## src/rtl/mat_host_pkg.sv

```systemverilog
// rtl/mat_host_pkg.sv - shared state encoding and helpers for mat_host
// Contents: state_t (host sequencer states), MAT_A/MAT_B buffer selects,
//           cnt_width() sizing helper for down/up counters.
package mat_host_pkg;

   typedef enum logic [3:0] {
      ST_IDLE,
      ST_SETUP_A,
      ST_SEND_A,
      ST_SETUP_B,
      ST_SEND_B,
      ST_START,
      ST_WAIT,
      ST_RECV,
      ST_DONE
   } state_t;

   localparam logic MAT_A = 1'b0;
   localparam logic MAT_B = 1'b1;

   // Bits needed for a counter that runs 0..n-1 (never less than 1).
   function automatic int cnt_width(input int n);
      return (n < 2) ? 1 : $clog2(n);
   endfunction

endpackage

```

## src/rtl/mat_host_buf.sv

```systemverilog
// rtl/mat_host_buf.sv - SIZE x DATA_WIDTH word buffer, one write port, one registered read port
// Ports: clk, rst_n (async, clears only the read register),
//        we/waddr/wdata (write port), raddr/rdata (read data one cycle after raddr).
module mat_host_buf #(
   parameter int DATA_WIDTH = 32,
   parameter int SIZE       = 4,
   parameter int SIZE_LOG   = 2
) (
   input  logic                  clk,
   input  logic                  rst_n,
   input  logic                  we,
   input  logic [SIZE_LOG-1:0]   waddr,
   input  logic [DATA_WIDTH-1:0] wdata,
   input  logic [SIZE_LOG-1:0]   raddr,
   output logic [DATA_WIDTH-1:0] rdata
);

   logic [DATA_WIDTH-1:0] mem [SIZE];

   // Storage is deliberately not reset so operands survive a reset.
   always_ff @(posedge clk) begin
      if (we) begin
         mem[waddr] <= wdata;
      end
   end

   always_ff @(posedge clk or negedge rst_n) begin
      if (!rst_n) begin
         rdata <= '0;
      end else begin
         rdata <= mem[raddr];
      end
   end

endmodule

```

## src/rtl/mat_host.sv

```systemverilog
// rtl/mat_host.sv - matrix accelerator host: streams A and B out, starts compute, collects result
// Ports: s00_axi_aclk/s00_axi_aresetn (clock, async active-low reset);
//        wr_en/wr_mat/wr_addr/wr_data (operand buffer writes, idle only);
//        go/busy/done/error (control/status), rd_addr/rd_data (result readback, 1-cycle latency);
//        m00_axis_* (operand stream out), s00_axis_* (result stream in);
//        sel/start (accelerator matrix select and compute start).
// Option: define MAT_HOST_TIMEOUT_EN to abort RECV after TIMEOUT idle cycles.
module mat_host
   import mat_host_pkg::*;
#(
   parameter int DIM_LOG    = 1,
   parameter int DIM        = 2**DIM_LOG,
   parameter int SIZE       = DIM*DIM,
   parameter int SIZE_LOG   = 2*DIM_LOG,
   parameter int DATA_WIDTH = 32,
   parameter int CALC_WAIT  = DIM*DIM*DIM+8,
   parameter int TIMEOUT    = 256
) (
   input  logic                  s00_axi_aclk,
   input  logic                  s00_axi_aresetn,
   input  logic                  wr_en,
   input  logic                  wr_mat,
   input  logic [SIZE_LOG-1:0]   wr_addr,
   input  logic [DATA_WIDTH-1:0] wr_data,
   input  logic                  go,
   output logic                  busy,
   output logic                  done,
   output logic                  error,
   input  logic [SIZE_LOG-1:0]   rd_addr,
   output logic [DATA_WIDTH-1:0] rd_data,
   output logic                  m00_axis_tvalid,
   output logic [DATA_WIDTH-1:0] m00_axis_tdata,
   output logic                  m00_axis_tlast,
   input  logic                  m00_axis_tready,
   input  logic                  s00_axis_tvalid,
   input  logic [DATA_WIDTH-1:0] s00_axis_tdata,
   input  logic                  s00_axis_tlast,
   output logic                  s00_axis_tready,
   output logic                  sel,
   output logic                  start
);

   localparam int                WCNT_W    = cnt_width(CALC_WAIT);
   localparam logic [WCNT_W-1:0] WAIT_LAST = WCNT_W'(CALC_WAIT-1);
   localparam logic [SIZE_LOG-1:0] LAST_IDX = SIZE_LOG'(SIZE-1);

   state_t                state;
   logic [SIZE_LOG-1:0]   idx;
   logic [SIZE_LOG-1:0]   idx_next;
   logic [SIZE_LOG-1:0]   ridx;
   logic [WCNT_W-1:0]     wcnt;
   logic [SIZE_LOG-1:0]   send_raddr;
   logic [DATA_WIDTH-1:0] rdata_a;
   logic [DATA_WIDTH-1:0] rdata_b;
   logic                  sending;
   logic                  m_fire;
   logic                  s_beat;
   logic                  r_last;
   logic                  r_err;
   logic                  host_we;

`ifdef MAT_HOST_TIMEOUT_EN
   localparam int                TCNT_W   = cnt_width(TIMEOUT);
   localparam logic [TCNT_W-1:0] TMO_LAST = TCNT_W'(TIMEOUT-1);
   logic [TCNT_W-1:0]            tcnt;
`endif

   assign sending  = (state == ST_SEND_A) || (state == ST_SEND_B);
   assign m_fire   = m00_axis_tvalid && m00_axis_tready;
   assign idx_next = idx + SIZE_LOG'(1);
   assign s_beat   = s00_axis_tready && s00_axis_tvalid;
   assign r_last   = s00_axis_tlast || (ridx == LAST_IDX);
   assign r_err    = (s00_axis_tlast && (ridx != LAST_IDX)) || ((ridx == LAST_IDX) && !s00_axis_tlast);
   assign host_we  = wr_en && !busy;

   // Read address runs one word ahead on a transfer so the registered read
   // port presents word[idx] as tdata and holds it while the sink stalls.
   always_comb begin
      send_raddr = '0;
      if (sending) begin
         send_raddr = m_fire ? idx_next : idx;
      end
   end

   assign m00_axis_tdata = sel ? rdata_b : rdata_a;

   mat_host_buf #(.DATA_WIDTH(DATA_WIDTH), .SIZE(SIZE), .SIZE_LOG(SIZE_LOG)) u_buf_a (
      .clk   (s00_axi_aclk),
      .rst_n (s00_axi_aresetn),
      .we    (host_we && (wr_mat == MAT_A)),
      .waddr (wr_addr),
      .wdata (wr_data),
      .raddr (send_raddr),
      .rdata (rdata_a)
   );

   mat_host_buf #(.DATA_WIDTH(DATA_WIDTH), .SIZE(SIZE), .SIZE_LOG(SIZE_LOG)) u_buf_b (
      .clk   (s00_axi_aclk),
      .rst_n (s00_axi_aresetn),
      .we    (host_we && (wr_mat == MAT_B)),
      .waddr (wr_addr),
      .wdata (wr_data),
      .raddr (send_raddr),
      .rdata (rdata_b)
   );

   mat_host_buf #(.DATA_WIDTH(DATA_WIDTH), .SIZE(SIZE), .SIZE_LOG(SIZE_LOG)) u_buf_r (
      .clk   (s00_axi_aclk),
      .rst_n (s00_axi_aresetn),
      .we    (s_beat),
      .waddr (ridx),
      .wdata (s00_axis_tdata),
      .raddr (rd_addr),
      .rdata (rd_data)
   );

   always_ff @(posedge s00_axi_aclk or negedge s00_axi_aresetn) begin
      if (!s00_axi_aresetn) begin
         state           <= ST_IDLE;
         idx             <= '0;
         ridx            <= '0;
         wcnt            <= '0;
         m00_axis_tvalid <= 1'b0;
         m00_axis_tlast  <= 1'b0;
         s00_axis_tready <= 1'b0;
         sel             <= 1'b0;
         start           <= 1'b0;
         busy            <= 1'b0;
         done            <= 1'b0;
         error           <= 1'b0;
`ifdef MAT_HOST_TIMEOUT_EN
         tcnt            <= '0;
`endif
      end else begin
         case (state)
            ST_IDLE: begin
               if (go) begin
                  state <= ST_SETUP_A;
                  busy  <= 1'b1;
                  sel   <= MAT_A;
                  error <= 1'b0;
                  idx   <= '0;
               end
            end
            // One dead cycle with tvalid low so sel settles before beat 0.
            ST_SETUP_A, ST_SETUP_B: begin
               state           <= (state == ST_SETUP_A) ? ST_SEND_A : ST_SEND_B;
               m00_axis_tvalid <= 1'b1;
               m00_axis_tlast  <= (SIZE == 1);
            end
            ST_SEND_A, ST_SEND_B: begin
               if (m_fire) begin
                  if (idx == LAST_IDX) begin
                     m00_axis_tvalid <= 1'b0;
                     m00_axis_tlast  <= 1'b0;
                     idx             <= '0;
                     if (state == ST_SEND_A) begin
                        state <= ST_SETUP_B;
                        sel   <= MAT_B;
                     end else begin
                        state <= ST_START;
                        start <= 1'b1;
                     end
                  end else begin
                     idx            <= idx_next;
                     m00_axis_tlast <= (idx_next == LAST_IDX);
                  end
               end
            end
            ST_START: begin
               start <= 1'b0;
               wcnt  <= '0;
               state <= ST_WAIT;
            end
            ST_WAIT: begin
               if (wcnt == WAIT_LAST) begin
                  state           <= ST_RECV;
                  s00_axis_tready <= 1'b1;
                  ridx            <= '0;
`ifdef MAT_HOST_TIMEOUT_EN
                  tcnt            <= '0;
`endif
               end else begin
                  wcnt <= wcnt + WCNT_W'(1);
               end
            end
            ST_RECV: begin
               if (s_beat) begin
                  error <= error | r_err;
`ifdef MAT_HOST_TIMEOUT_EN
                  tcnt  <= '0;
`endif
                  if (r_last) begin
                     state           <= ST_DONE;
                     s00_axis_tready <= 1'b0;
                     done            <= 1'b1;
                     busy            <= 1'b0;
                  end else begin
                     ridx <= ridx + SIZE_LOG'(1);
                  end
               end
`ifdef MAT_HOST_TIMEOUT_EN
               else if (tcnt == TMO_LAST) begin
                  state           <= ST_DONE;
                  s00_axis_tready <= 1'b0;
                  done            <= 1'b1;
                  busy            <= 1'b0;
                  error           <= 1'b1;
               end else begin
                  tcnt <= tcnt + TCNT_W'(1);
               end
`endif
            end
            ST_DONE: begin
               done  <= 1'b0;
               sel   <= 1'b0;
               state <= ST_IDLE;
            end
            default: state <= ST_IDLE;
         endcase
      end
   end

endmodule

```

## config.mk

```make
export PLATFORM = sky130hd
export DESIGN_NAME = mat_host
export DESIGN_NICKNAME = d
export VERILOG_FILES = /design/src/rtl/mat_host_pkg.sv /design/src/rtl/mat_host_buf.sv /design/src/rtl/mat_host.sv
export SDC_FILE = /design/constraint.sdc
export NUM_CORES = 1
export LEC_CHECK = 0
export BUFFER_PORTS_ARGS = -buffer_cell sky130_fd_sc_hd__buf_2
export CAP_MARGIN = 20
export CELL_PAD_IN_SITES_DETAIL_PLACEMENT = 1
export CELL_PAD_IN_SITES_GLOBAL_PLACEMENT = 1
export CORE_MARGIN = 5
export CORE_UTILIZATION = 45
export DETAILED_ROUTE_END_ITERATION = 10
export GPL_ROUTABILITY_DRIVEN = 0
export PLACE_DENSITY_LB_ADDON = 0.1
export SYNTH_ARGS = -nofsm -noshare
export SYNTH_HDL_FRONTEND = slang
export SYNTH_SLANG_ARGS = --single-unit
```

## constraint.sdc

```tcl
create_clock -name s00_axi_aclk -period 5.6 [get_ports s00_axi_aclk]
set_clock_uncertainty 0.1 [all_clocks]
set_input_delay 0.84 -clock s00_axi_aclk [delete_from_list [all_inputs] [get_ports s00_axi_aclk]]
set_output_delay 0.84 -clock s00_axi_aclk [all_outputs]
set_load 0.01 [all_outputs]
```

==> results.toml, run 1 <==
[status]
status = "finished clean"

[cts]
clockBufferDepth = 3
clk_pin_slew_ns = 0.06
post-cts-setup-buffers = 0
cts_hold_buffers = 0
cts_htree_levels = 2
clkLatencyLatePin_ns = 0.58
cts_resized = 0
cts_buffers = 52
cts_tree = "yes"
cts.sinks = 500
cts_root_buffer = "clkbuf_16"

[routing]
routedWlPerCell_um = 22.7
vias = 8682
via_per_inst = 5.21
postRouteAntennaNets = 0
drcViolationCount = 0
drt_iter0_drc = 444
drtPass1Iterations = 4
routed_wl_mm = 37.8

[timing]
fin_crit_ns = 3.25
setup_viol = 0
slew_violations = 0
setup_tns_ns = 0
hold_viol = 0
worstMarginPinSlew_ns = 1.10
rsz0062_at_grt = "false"
maxSlewHeadroom_pct = 27.0
max_freq_ghz = 0.308
holdWs_ns = 0.135
period_share_pct = 58.0

[critical_path]
reg2reg_slack_ns = 2.76
startpoint = "sel"
path_class = "flip-flop to primary output"
max_stage_delay_ns = 1.09
r2r_cells = 4
rr_endpoint = "u_buf_a.rdata[17]"
critPathRequiredTime_ns = 4.66
setup.worst_path.end_class = "primary output"
endpoint = "m00_axis_tdata[0]"
crit_chain = "mux2_2 > buf_2"
crit_slowest_cell = "dfrtp_2"
crit_path_max_fanout = 35
arrival_ns = 2.31
r2r_start = "state[2]"
startpoint_type = "flip-flop"

[logic_synthesis]
syn_area_mm2 = 0.0184
synth_edf_count = 384
yosysTopAreaCell = "edfxtp_1"
ys_ff_latch = 500
avgSynthCellArea_um2 = 20.4
synth_seq_area_share_pct = 78.4
synth.area.top_cells = "edfxtp_1, dfrtp_1, mux2i_1"
syn_nets = 989
yosys_warnings = 0
synthFlopType = "edfxtp_1"
synth_top_area_share_pct = 62.6
ys_async_sr_fraction_pct = 23.2
synthCells = 905
synth_cell_type_count = 44

[pwr]
pwr-share-seq_pct = 46.2
powerDensity_mw_per_mm2 = 473
p_leak_nw = 8.05
p_sw_share_pct = 27.6
combPwrFrac_pct = 21.5
switchingPower_mw = 2.80
max-vdd-ir-drop_uv = 339
internal_power_mw = 7.33
clockPowerShare_pct = 32.3

[floorplan]
rows = 74
core_mm2 = 0.0406
initial_core_util_pct = 45.3
ios = 148
die_w_um = 212
dieArea_mm2 = 0.0451
fp.dieH_um = 212

[global_route]
grt_pass1_wl_mm = 58.2
antenna_found_initial = 7
overflow = 0
grt_pass1_vias = 9709
grt_max_degree = 65
track_usage_pct = 17.1

[run]
maxCapViolations = 0

[finish]
area_delta_synth_final_pct = 16.3
drive_gt1_share_pct = 28.2
fin_nets = 1173
fillers = 3659

[place]
dp_hpwl_mm = 20.9
portBuffers = 147

[min_path]
min_path_type = "input port to async pin"
==> cell usage after synthesis, types with 2 or more instances <==
library cell and instances:
a21oi_1 3, and2_1 2, and3_1 6, and4b_1 2, buf_1 5, buf_12 6, buf_2 16, clkbuf_1 8
dfrtp_1 116, edfxtp_1 384, ha_1 8, inv_1 7, mux2_2 33, mux2i_1 194, mux4_2 32, nand2_1 12
nand2b_1 4, nand3_1 6, nand3b_1 2, nor2_1 15, nor3_1 4, o2111ai_1 2, o211ai_1 2, o21ai_0 8
o21ai_1 2, o31ai_1 3, or3_1 3, xnor2_1 3, xor2_1 2
==> power by group through the flow <==
stage          Combinational, mW  Clock [mW]  Sequential (mW)
3_3_place_gp                2.21           0             4.75
6_report                    2.18        3.27             4.68
5_1_grt                     2.38        3.54             4.72
4_1_cts                     2.25        3.37             4.69
2_1_floorplan               1.66           0             4.65
3_5_place_dp                2.24           0             4.76
==> worst min path at each step <==
stage	end	slack (ns)	cells past startpoint
floorplan	wcnt[0]	0.36	1
detailed placement	done	0.38	2
global placement	error	0.38	1
global route	u_buf_b.rdata[4]	0.16	1
CTS	u_buf_b.rdata[4]	0.11	1
finish	u_buf_b.rdata[4]	0.13	1
==> through the flow <==
step,utilization [%],std cells,total power [mW],instance area (um^2),worst slack (ns)
floorplan,-,905,6.31,18400,1.50
global placement,48.7,1567,6.96,19800,2.65
detailed placement,48.7,1567,7.00,19800,2.60
CTS,52.7,1664,10.3,21400,2.27
global route,52.7,1664,10.6,21400,2.26
finish,52.7,1665,10.1,21400,2.35
==> registers in the layout (all words and copies together) (netlist names) <==
name / count
done: 1
state: 4
sel: 1
m00_axis_tlast: 1
u_buf_b.rdata: 32
u_buf_a.mem: 128
u_buf_b.mem: 128
start: 1
error: 1
s00_axis_tready: 1
idx: 2
u_buf_r.mem: 128
busy: 1
u_buf_r.rdata: 32
m00_axis_tvalid: 1
u_buf_a.rdata: 32
ridx: 2
wcnt: 4
==> placed cells by master (no fill, tap or decap), types with 7 or more instances in the layout <==
cell,count
nand2_1,12
mux2_2,33
clkbuf_8,8
buf_2,146
inv_1,7
dfrtp_1,115
buf_4,18
clkbuf_1,19
ha_1,8
mux2i_1,194
nor2_4,8
clkinv_2,7
clkbuf_16,53
nor2_1,8
mux4_2,32
o21ai_0,8
edfxtp_1,384
==> cell families (layout without fill, tap and decap cells) <==
| group | count (synthesis) | after routing | share of synthesized area [%] |
|---|---|---|---|
| flops | 500 | 500 | 78.4 |
| buf+inv | 44 | 271 | 1.58 |
| other cells | 0 | 1 | 0 |
| simple gates | 65 | 65 | 1.96 |
| mux | 259 | 259 | 16.5 |
| fa+ha+maj | 8 | 8 | 0.543 |
| compound gates | 24 | 24 | 0.842 |
| xor+xnor | 5 | 5 | 0.238 |
==> critical path, delay by kind of cell, from the launching register on <==
| kind | cells | cell delay, ns |
|---|---|---|
| muxes | 1 | 0.47 |
| buffers and inverters | 1 | 0.16 |
| DFF | 1 | 1.09 |
==> metal layers <==
metal / vias up / share of wire, % / track usage (%)
li1: 3916 / - / -
met3: 70 / 4.9 / 3.94
met1: 4535 / 42 / 21.4
met2: 151 / 51 / 29.9
met4: 10 / 2.2 / 4.92
met5: - / 0.18 / 0
==> layout make-up <==
type                    count  area (um^2)  share of cell area, %
flip-flops and latches    500        14400                   67.4
clock inverters            17          116                  0.543
diodes                      1         2.50                 0.0117
clock buffers              80         1510                   7.04
inverters                   8         30.0                  0.140
repair buffers            166          897                   4.19
multi-input cells         361         3770                   17.6
well taps                 532          666                   3.11
Note: power is estimated with default switching activity, not from simulation.
==> inputs of run 2 (changes only) <==
==> constraint.sdc (replaced) <==
create_clock -name s00_axi_aclk -period 3.3 [get_ports s00_axi_aclk]
set_clock_uncertainty 0.1 [all_clocks]
set_input_delay 0.495 -clock s00_axi_aclk [delete_from_list [all_inputs] [get_ports s00_axi_aclk]]
set_output_delay 0.495 -clock s00_axi_aclk [all_outputs]
set_load 0.01 [all_outputs]
==> run 2 against run 1 <==
Against the previous run:
- register-to-register slack worse by 1.9 ns
- routed wire length shrank 1.8%
- largest power group unchanged
- largest cell class unchanged
- highest routed layer unchanged
- hold slack got worse by 0.10 ns
- sequential power grew 68%
- core utilization is 0.42 points higher
- cell area rose by 0.79%
==> results.toml, run 2 (synthesis gave the netlist of run 1 again) <==
[finish]
final_util_pct = 53.1
antenna_cells = 0
fillers = 3639
area_delta_synth_final_pct = 17.2
largest_registers = "u_buf_a.mem: 128 flops, u_buf_b.mem: 128 flops, u_buf_r.mem: 128 flops"
final_cell_area_mm2 = 0.0216
drive_gt1_share_pct = 27.5
layout_common_cells = "edfxtp_1, mux2i_1, buf_2"
final_common_cell = "edfxtp_1"
fin_nets = 1185

[floorplan]
core_mm2 = 0.0406
fp.dieH_um = 212
ios = 148
die_w_um = 212
initial_core_util_pct = 45.3
dieArea_mm2 = 0.0451
rows = 74

[place]
dp_hpwl_mm = 19.8
portBuffers = 147
dp_slack_ns = 0.845
place_area_mm2 = 0.0198

[cts]
post-cts-setup-buffers = 0
clockBufferDepth = 3
cts.sinks = 500
cts_tree = "yes"
cts_htree_levels = 2
cts_buffers = 53
clkLatencyLatePin_ns = 0.58
clk_pin_slew_ns = 0.06
cts_resized = 0
cts_root_buffer = "clkbuf_16"

[timing]
fin_crit_ns = 2.69
maxSlewHeadroom_pct = 41.3
finalWorstSetupSlack_ns = 0.613
holdWs_ns = 0.0343
setup_tns_ns = 0
period_share_pct = 81.4
slew_violations = 0
max_freq_ghz = 0.372
worstMarginPinSlew_ns = 0.880
rsz0062_at_grt = "false"
setup_viol = 0
hold_viol = 0

[pwr]
powerDensity_mw_per_mm2 = 799
p_leak_nw = 8.12
max-vdd-ir-drop_uv = 506

[routing]
routedWlPerCell_um = 22.1
routed_wl_mm = 37.1
postRouteAntennaNets = 0
drtPass1Iterations = 4
drcViolationCount = 0
vias = 8654
drt_iter0_drc = 347
via_per_inst = 5.16

[status]
status = "finished clean"

[critical_path]
crit_chain = "buf_4 > mux2_2 > buf_2"
crit_slowest_cell = "buf_4"
r2r_cells = 7
arrival_ns = 2.09
path_class = "flip-flop to primary output"
startpoint_type = "flip-flop"
r2r_start = "idx[0]"
critPathRequiredTime_ns = 2.70
reg2reg_slack_ns = 0.86
setup.worst_path.end_class = "primary output"
max_stage_delay_ns = 0.50
rr_endpoint = "u_buf_b.rdata[22]"
crit_path_max_fanout = 32

[run]
maxCapViolations = 0

[global_route]
overflow = 0
grt_max_degree = 65
antenna_found_initial = 3
grt_pass1_wl_mm = 56.9
track_usage_pct = 16.7
grt_pass1_vias = 9575

[min_path]
hold_path_end = "u_buf_r.mem[1][28]"
hp-start = "s00_axis_tdata[28]"
min_path_type = "input port to flip-flop"
holdPathStages = 1
-- run 2: power breakdown --
| group | total [mW] | internal, mW | switching, mW | leakage, nW |
|---|---|---|---|---|
| registers | 7.87 | 7.56 | 0.310 | 4.81 |
| clock network | 5.58 | 3.27 | 2.31 | 0.794 |
| logic | 3.79 | 1.70 | 2.09 | 2.51 |
| total | 17.2 | 12.5 | 4.71 | 8.12 |
-- run 2: critical path, delay by kind of cell, from the launching register on --
family	cells	cell delay (ns)
flops	1	0.40
buf+inv	2	0.65
mux	1	0.45
-- run 2: worst max-delay path by stage --
stage,startpoint,to,depth (start not counted)
3_3_place_gp,wr_mat,u_buf_a.mem[0][19],4
5_1_grt,sel,m00_axis_tdata[26],3
6_report,sel,m00_axis_tdata[26],3
2_1_floorplan,wr_mat,u_buf_a.mem[1][0],2
4_1_cts,sel,m00_axis_tdata[26],3
3_5_place_dp,idx[0],u_buf_a.rdata[16],7
-- run 2: layout make-up --
cell class / instances / area (um^2) / share of cell area, %
flip-flops and latches: 500 / 14400 / 66.8
repair buffers: 177 / 1040 / 4.84
clock buffers: 83 / 1500 / 6.95
multi-input cells: 361 / 3780 / 17.5
well taps: 532 / 666 / 3.08
clock inverters: 16 / 135 / 0.626
inverters: 8 / 30.0 / 0.139
-- run 2: repair_timing --
item	CTS	global route
endpoints found under the setup margin	0	0
hold buffers	11	0
hold endpoints to repair	87	0
-- run 2: layer usage --
layer	vias to the layer above	part of all wire [%]	global-route usage [%]
li1	3930	-	-
met1	4504	41	20.8
met2	157	52	29.6
met3	57	4.9	3.94
met4	6	1.9	4.59
met5	-	0.13	0
-- run 2: metrics by stage --
stage / power, mW / instances
after floorplan: 10.7 / 905
after global placement: 11.8 / 1567
after detailed placement: 11.9 / 1567
after CTS: 17.6 / 1677
after global routing: 18.1 / 1677
final: 17.2 / 1677
